--- src/rtl/ram_fifo_ctrl_pkg.sv ---
// Shared constants and helpers for the RAM-backed FIFO controller.
package ram_fifo_ctrl_pkg;

    localparam int OB_DEPTH = 2;

    typedef logic [1:0] ob_cnt_t;

    // True when a new read still fits in the output buffer after this cycle's pop.
    function automatic logic ob_room(
        input ob_cnt_t ob_cnt,
        input logic    inflight,
        input logic    pop
    );
        logic [2:0] occ;
        occ = {1'b0, ob_cnt} + {2'b00, inflight} - {2'b00, pop};
        return occ < 3'(OB_DEPTH);
    endfunction

endpackage

--- src/rtl/ram_fifo_ctrl_out_buffer.sv ---
// Two-entry register FIFO holding RAM read data ahead of the consumer.
module fifo_out_buffer
    import ram_fifo_ctrl_pkg::*;
#(
    parameter int DATA_WIDTH = 64
) (
    input  logic                  clk_i,
    input  logic                  rst_ni,
    input  logic                  push_i,
    input  logic [DATA_WIDTH-1:0] din_i,
    input  logic                  pop_i,
    output logic [DATA_WIDTH-1:0] dout_o,
    output logic                  valid_o,
    output ob_cnt_t               count_o
);

    logic [DATA_WIDTH-1:0] e0_q, e0_d;
    logic [DATA_WIDTH-1:0] e1_q, e1_d;
    ob_cnt_t               cnt_q, cnt_d;
    logic                  pop;
    logic                  push;

    assign pop  = pop_i && (cnt_q != 2'd0);
    assign push = push_i && ((cnt_q != 2'(OB_DEPTH)) || pop);

    always_comb begin
        e0_d  = e0_q;
        e1_d  = e1_q;
        cnt_d = cnt_q;
        case ({push, pop})
            2'b10: begin
                if (cnt_q == 2'd0) begin
                    e0_d = din_i;
                end else begin
                    e1_d = din_i;
                end
                cnt_d = cnt_q + 2'd1;
            end
            2'b01: begin
                e0_d  = e1_q;
                cnt_d = cnt_q - 2'd1;
            end
            2'b11: begin
                // Full buffer shifts; a single entry is simply replaced.
                if (cnt_q == 2'(OB_DEPTH)) begin
                    e0_d = e1_q;
                    e1_d = din_i;
                end else begin
                    e0_d = din_i;
                end
            end
            default: ;
        endcase
    end

    always_ff @(posedge clk_i) begin
        if (!rst_ni) begin
            e0_q  <= '0;
            e1_q  <= '0;
            cnt_q <= '0;
        end else begin
            e0_q  <= e0_d;
            e1_q  <= e1_d;
            cnt_q <= cnt_d;
        end
    end

    assign dout_o  = e0_q;
    assign valid_o = (cnt_q != 2'd0);
    assign count_o = cnt_q;

endmodule

--- src/rtl/ram_fifo_ctrl.sv ---
// Valid/ready FIFO controller wrapping an external 1-cycle-latency
// simple dual-port RAM, with a 2-entry output buffer for full throughput.
module ram_fifo_ctrl
    import ram_fifo_ctrl_pkg::*;
#(
    parameter int ADDR_WIDTH = 4,
    parameter int DATA_WIDTH = 64
) (
    input  logic                  clock,
    input  logic                  reset,
    input  logic                  enq_valid,
    output logic                  enq_ready,
    input  logic [DATA_WIDTH-1:0] enq_bits,
    output logic                  deq_valid,
    input  logic                  deq_ready,
    output logic [DATA_WIDTH-1:0] deq_bits,
    output logic [ADDR_WIDTH+1:0] count,
    output logic                  ram_wen,
    output logic [ADDR_WIDTH-1:0] ram_waddr,
    output logic [DATA_WIDTH-1:0] ram_din,
    output logic                  ram_ren,
    output logic [ADDR_WIDTH-1:0] ram_raddr,
    input  logic [DATA_WIDTH-1:0] ram_dout
);

    localparam int CW = ADDR_WIDTH + 2;
    localparam int RW = ADDR_WIDTH + 1;
    localparam logic [RW-1:0] DEPTH = {1'b1, {ADDR_WIDTH{1'b0}}};

    logic [ADDR_WIDTH-1:0] wptr_q, wptr_d;
    logic [ADDR_WIDTH-1:0] rptr_q, rptr_d;
    logic [RW-1:0]         ram_cnt_q, ram_cnt_d;
    logic                  rd_inflight_q;
    logic                  enq_fire;
    logic                  deq_fire;
    logic                  read_issue;
    ob_cnt_t               ob_cnt;

    assign enq_ready = (ram_cnt_q != DEPTH);
    assign enq_fire  = enq_valid && enq_ready;
    assign deq_fire  = deq_valid && deq_ready;

    // Reads only see committed entries, so no same-cycle write hazard.
    assign read_issue = (ram_cnt_q != '0)
                     && ob_room(ob_cnt, rd_inflight_q, deq_fire);

    assign ram_wen   = enq_fire;
    assign ram_waddr = wptr_q;
    assign ram_din   = enq_bits;
    assign ram_ren   = read_issue;
    assign ram_raddr = rptr_q;

    always_comb begin
        wptr_d    = wptr_q;
        rptr_d    = rptr_q;
        ram_cnt_d = ram_cnt_q + RW'(enq_fire) - RW'(read_issue);
        if (enq_fire) begin
            wptr_d = wptr_q + 1'b1;
        end
        if (read_issue) begin
            rptr_d = rptr_q + 1'b1;
        end
    end

    always_ff @(posedge clock) begin
        if (!reset) begin
            wptr_q        <= '0;
            rptr_q        <= '0;
            ram_cnt_q     <= '0;
            rd_inflight_q <= 1'b0;
        end else begin
            wptr_q        <= wptr_d;
            rptr_q        <= rptr_d;
            ram_cnt_q     <= ram_cnt_d;
            rd_inflight_q <= read_issue;
        end
    end

    fifo_out_buffer #(
        .DATA_WIDTH(DATA_WIDTH)
    ) u_ob (
        .clk_i  (clock),
        .rst_ni (reset),
        .push_i (rd_inflight_q),
        .din_i  (ram_dout),
        .pop_i  (deq_ready),
        .dout_o (deq_bits),
        .valid_o(deq_valid),
        .count_o(ob_cnt)
    );

    assign count = CW'(ram_cnt_q) + CW'(rd_inflight_q) + CW'(ob_cnt);

endmodule

--- config.mk ---
export PLATFORM = sky130hd
export DESIGN_NAME = ram_fifo_ctrl
export DESIGN_NICKNAME = d
export VERILOG_FILES = /design/src/rtl/ram_fifo_ctrl_pkg.sv /design/src/rtl/ram_fifo_ctrl_out_buffer.sv /design/src/rtl/ram_fifo_ctrl.sv
export SDC_FILE = /design/constraint.sdc
export NUM_CORES = 1
export LEC_CHECK = 0
export ABC_AREA = 1
export CORE_MARGIN = 1
export CORE_UTILIZATION = 44
export CTS_CLUSTER_DIAMETER = 80
export DETAILED_ROUTE_END_ITERATION = 10
export GPL_ROUTABILITY_DRIVEN = 0
export PLACE_DENSITY = 0.81
export SYNTH_ARGS = -nofsm -noshare
export SYNTH_HDL_FRONTEND = slang
export SYNTH_SLANG_ARGS = --single-unit
--- constraint.sdc ---
create_clock -name clock -period 4.58 [get_ports clock]
set_input_delay 0.916 -clock clock [delete_from_list [all_inputs] [get_ports clock]]
set_output_delay 0.916 -clock clock [all_outputs]
set_load 0.01 [all_outputs]
### Yosys cells after proc, flatten, opt, wreduce, memory -nomap -nowiden

Index checks and enable logic that the tools add are counted.

| operators by class | value |
|---|---|
| add/sub/neg operators | 10 |
| multipliers | 0 |
| div/mod/pow operators | 0 |
| order comparisons | 1 |
| equality and inequality tests | 9 |
| shift-type cells | 0 |
| multiplexer cells | 7 |
| bitwise operators | 0 |
| reductions and logical operators | 13 |

Operators with widths:

| operator | number |
|---|---|
| 64-bit 2-to-1 mux | 4 |
| 64-bit case mux with 3 select lines | 1 |
| 64-bit case mux with 2 select lines | 1 |
| 4-bit by 1-bit adder with 4-bit output (second input constant) | 2 |
| 5-bit by 1-bit adder with 6-bit output | 1 |
| 6-bit by 2-bit adder with 6-bit output | 1 |
| 2-bit equality test (second input constant) | 3 |
| 2-bit nonzero test | 3 |
| 5-bit by 1-bit adder with 5-bit output | 1 |
| 5-bit != test (second input constant) | 1 |
| 5-bit nonzero test | 1 |
| 5-bit by 1-bit subtractor with 5-bit output | 1 |
| 1-bit logical AND | 4 |
| 2-bit by 1-bit != test with 1-bit output (second input constant) | 2 |
| 2-bit != test (second input constant) | 2 |
| 2-bit case mux with 2 select lines | 1 |
| 2-bit by 1-bit adder with 3-bit output | 1 |
| 3-bit by 2-bit < comparator with 1-bit output (second input constant) | 1 |
| 3-bit AND reduction | 1 |
| 3-bit nonzero test | 1 |
| 3-bit by 1-bit subtractor with 3-bit output | 1 |
| 2-bit by 1-bit adder with 2-bit output (second input constant) | 1 |
| 2-bit by 1-bit equality test with 1-bit output (second input constant) | 1 |
| 2-bit logical NOT | 1 |
| other kinds (3) | 3 |

| storage, ports and cells | value |
|---|---|
| bits in registers | 144 |
| bits in latches | 0 |
| RAM bits | 0 |
| bits in read-only memories | 0 |
| memories | 0 |

### Depth between registers and ports, before layout

Gate-level depths: netlist of the first run.

| depth | value |
|---|---|
| word-level depth | 7 |
| mapped depth | 19 |
| gate-level depth less buffers | 19 |

### By module

From an unflattened synthesis of the first run, not the netlist that was laid out.

| second synthesis, totals | value |
|---|---|
| cell total of the unflattened synthesis | 1429 |
| area total of the unflattened synthesis | 8884.8 um^2 |

Modules (own cells, without submodules):

| module | instances | cells each | area an instance (um^2) | seq. area each (um^2) |
|---|---|---|---|---|
| fifo_out_buffer | 1 | 1232 | 7390.8 | 2602.5 |
| ram_fifo_ctrl | 1 | 197 | 1493.9 | 280.3 |

### Least setup slack after synthesis of the first run

OpenSTA, ideal clock, no wires.

| path | value |
|---|---|
| kind | input port to flip-flop |
| start | input port deq_ready |
| end | register ram_cnt_q[4] |
| library setup time | 113 ps |
| arrival | 3868 ps |
| required time | 4467 ps |
| path slack | 599 ps |
| cell stages on the path | 18 |
| path buffers | 0 |
| path through | inv_2 nor2_2 ha_1 or2_2 fa_1 nand2_1 nor2_1 nand2_1 inv_1 ha_1 inv_1 ha_1 inv_1 fa_1 o31ai_1 nand2_1 nand2_1 nor2_1 |

| between the ends | value |
|---|---|
| longest elaborated chain between the ends | 5 |

Ends and longest elaborated chain:

| item | line | text |
|---|---|---|
| start, declared | ram_fifo_ctrl.sv:15 | `input logic deq_ready,` |
| 1-bit logical AND | ram_fifo_ctrl.sv:41 | `assign deq_fire = deq_valid && deq_ready;` |
| 3-bit by 1-bit subtractor with 3-bit output | ram_fifo_ctrl_pkg.sv:15 | `occ = {1'b0, ob_cnt} + {2'b00, inflight} - {2'b00, pop};` |
| 3-bit by 2-bit < comparator with 1-bit output | ram_fifo_ctrl_pkg.sv:16 | `return occ < 3'(OB_DEPTH);` |
| 1-bit logical AND | ram_fifo_ctrl.sv:45 | `&& ob_room(ob_cnt, rd_inflight_q, deq_fire);` |
| net ram_ren | ram_fifo_ctrl.sv:21 | `output logic ram_ren,` |
| 5-bit by 1-bit subtractor with 5-bit output | ram_fifo_ctrl.sv:56 | `ram_cnt_d = ram_cnt_q + RW'(enq_fire) - RW'(read_issue);` |
| end signal, assigned | ram_fifo_ctrl.sv:74 | `ram_cnt_q <= ram_cnt_d;` |
| end, declared | ram_fifo_ctrl.sv:32 | `logic [RW-1:0] ram_cnt_q, ram_cnt_d;` |

The timed path passes the listed nets, and every way through them passes these cells.
A chain may end at the register's enable or synchronous reset.

### Final worst setup path of the first run

| path | value |
|---|---|
| start | input port deq_ready |
| end | output port ram_ren |

| between the ends | value |
|---|---|
| longest elaborated chain between the ends | 4 |

Ends and longest elaborated chain:

| item | line |
|---|---|
| 1-bit logical AND | ram_fifo_ctrl.sv:41 |
| 3-bit by 1-bit subtractor with 3-bit output | ram_fifo_ctrl_pkg.sv:15 |
| 3-bit by 2-bit < comparator with 1-bit output | ram_fifo_ctrl_pkg.sv:16 |
| 1-bit logical AND | ram_fifo_ctrl.sv:45 |
| end, declared | ram_fifo_ctrl.sv:21 |

No other way between the ends.

==> results of run 1 <==
metal layers:
metal	vias to the layer above	wire length (um)	share of wire (%)	global-route usage, %
met5	-	0	0	0
met3	69	918	5.6	4.211
li1	3218	-	-	-
met4	0	784	4.7	13.29
met2	167	7651	46	30.99
met1	2816	7179	43	24.70
placed cells by master, fill, tap and decap left out, drive strengths merged:
master	count
inv	89
dlymetal6s2s	1
nor2	85
or2	2
clkinv	7
xnor2	1
clkinvlp	1
ha	12
a21oi	139
xor2	5
dfxtp	144
nand4	5
o21ai	133
nand3	70
nand2	157
nor3b	1
clkdlybuf4s50	147
clkbuf	19
fa	4
bufinv	3
buf	12
o31ai	2
logic make-up after synthesis:
| logic type | count (synthesis) | synth area share (%) |
|---|---|---|
| compound gates | 274 | 19.40 |
| xor+xnor | 6 | 0.7388 |
| fa+ha+maj | 16 | 3.237 |
| buf+inv | 222 | 17.50 |
| flops | 144 | 40.53 |
| simple gates | 320 | 18.59 |
power by group:
part / leakage, nW / internal [mW] / switching [mW]
clock: 0.297 / 0.873 / 0.542
combinational: 2.37 / 1.20 / 1.56
sequential: 1.19 / 1.78 / 0.288
through the flow:
step | power (mW) | instances
global route | 6.711 | 1255
detailed placement | 4.844 | 1223
CTS | 6.298 | 1255
floorplan | 3.920 | 982
finish | 6.245 | 1255
global placement | 4.758 | 1223
worst max path at each step:
stage,slack (ns),depth (start not counted),end
after floorplan,0.60,18,ram_cnt_q[4]$_SDFF_PN0_
after global placement,0.17,19,ram_cnt_q[4]$_SDFF_PN0_
after detailed placement,0.08,11,ram_ren
after CTS,0.04,11,ram_ren
after global routing,0.25,19,ram_cnt_q[4]$_SDFF_PN0_
final,0.41,11,ram_ren
flip-flops by register name, indices dropped and copies added (netlist names):
name           cells
rd_inflight_q      1
ram_raddr          4
ram_waddr          4
u_ob.count_o       2
u_ob.e1_q         64
u_ob.dout_o       64
ram_cnt_q          5
cell type report:
type / count / area, sq um
Clock buffer: 19 / 442.9
Timing Repair Buffer: 160 / 1587
Multi-Input combinational cell: 616 / 3013
Sequential cell: 144 / 2883
Inverter: 87 / 326.6
Tap cell: 216 / 270.3
Fill cell: 1486 / 7144
Clock inverter: 13 / 161.4
worst max-delay path, stage by stage:
cell	delay, ns
clkdlybuf4s50_1	0.49
inv_2	0.06
nor2_2	0.12
ha_1	0.23
or2_2	0.31
fa_1	0.52
nand2_1	0.07
nor2_1	0.11
nand2_1	0.09
inv_1	0.13
dlymetal6s2s_1	0.21
==> results.cfg, run 1 <==
[layout]
area_growth_syn_to_layout_pct = 22.08
fin_area_sq_um = 8683
final_nets = 1174
antenna_cells = 0
fin_util_pct = 54.86
layout-drive-gt1-share_pct = 5.582

[floorplan]
start_util_pct = 44.94
dieWidth_um = 129.1
ios = 278
die_area_sq_um = 16680
core_area_sq_um = 15830
die_h_um = 129.1
rows = 46

[grt]
grt_first_pass_wirelength_um = 26290
grt_pass1_vias = 5328
grt_overflow = 0
antenna_found_initial = 0
gr-usage-all-layers_pct = 19.85
grt_max_degree = 129

[hold_path]
min_path_cells = 2
hp-start = u_ob.e1_q[61]$_SDFFE_PN0P_
hold_path_class = flop to flop
min_to = u_ob.e1_q[61]$_SDFFE_PN0P_

[sta]
period_share_pct = 91.06
finalMaxSlewViolations = 0
rsz0062_at_grt = false
fmax_mhz = 239.8
hold_ws_ns = 0.4706
tightest_slew_ns = 1.159
slew_headroom_pct = 22.71
final_hold_viol_count = 0
finalSetupTns_ns = 0
fin_crit_ns = 4.170
finalClockSkew_ns = 0.009968
fin_ws_ns = 0.4095
finalSetupViolCount = 0

[logic_synthesis]
synth_most_common_cell = nand2_1
synth-seq-cells = 144
synth_cells = 982
ys.flop_type = dfxtp_1
synthTopCellsByCount = 153 x nand2_1, 144 x dfxtp_1, 138 x a21oi_1, 101 x o21ai_0, 84 x nor2_1
netlist_area_sq_um = 7113
synth-edff-count = 0
async_reset_ff_share_pct = 0
synth.distinct_cells = 24
avgSynthCellArea_sq_um = 7.243
ys_top_cells_by_area = dfxtp_1 41%, a21oi_1 9.7%, nand2_1 8.1%
yosysWarnings = 0
syn_nets = 1130
ys_seq_area_share_pct = 40.53
synth_top_area_share_pct = 40.53
synth_top_cell_by_area = dfxtp_1

[setup_path]
worstSetupPathType = input port to primary output
worstPathArrival_ns = 3.25
worstPathRequired_ns = 3.66
ff2ff_path_depth = 18
reg2reg_setup_slack_ns = 0.76
startpoint_type = input port
reg2reg_to = ram_cnt_q[4]$_SDFF_PN0_
crit_fanout = 3
end_kind = primary output
r2r-start = u_ob.count_o[1]$_SDFFE_PN0P_
critical_path.startpoint = deq_ready

[cts]
cts_resized = 0
cts_tree = done
path_clk_slew_ns = 0.05
clock-sinks = 144
ctsHoldBuffers = 0
post_cts_buffers = 0
clockBufferDepth = 2
worstSkewPairLatency_ns = 0.42
clockRootBuffer = clkbuf_16
htreeDepth = 4
cts_buffers = 17

[route]
drt_first_pass_iters = 4
vias = 6270
first_iter_violations = 328
ant_nets = 0
via_per_inst = 4.996
drt-wirelength-per-cell_um = 13.17
wl_um = 16530
drc = 0

[power_and_ir_drop]
leakagePower_nw = 3.859
peakVddDrop_mv = 0.2698
power_density_nw_per_um2 = 719.2

[placement]
dp_hpwl_um = 10400
post-place-ws_ns = 0.08242
placed_area_sq_um = 8077
io_buffer_count = 149

[run]
cap_violations = 0

[status]
status = finished clean
Note: power is estimated with default switching activity, not from simulation.
==> run 2: changes to the inputs <==
--- a/config.mk
+++ b/config.mk
@@ -8,7 +8,6 @@
 export ABC_AREA = 1
 export CORE_MARGIN = 1
 export CORE_UTILIZATION = 44
-export CTS_CLUSTER_DIAMETER = 80
 export DETAILED_ROUTE_END_ITERATION = 10
 export GPL_ROUTABILITY_DRIVEN = 0
 export PLACE_DENSITY = 0.81
==> results of run 2 <==
The final DEF is identical to that of run 1; final timing and power are the same.
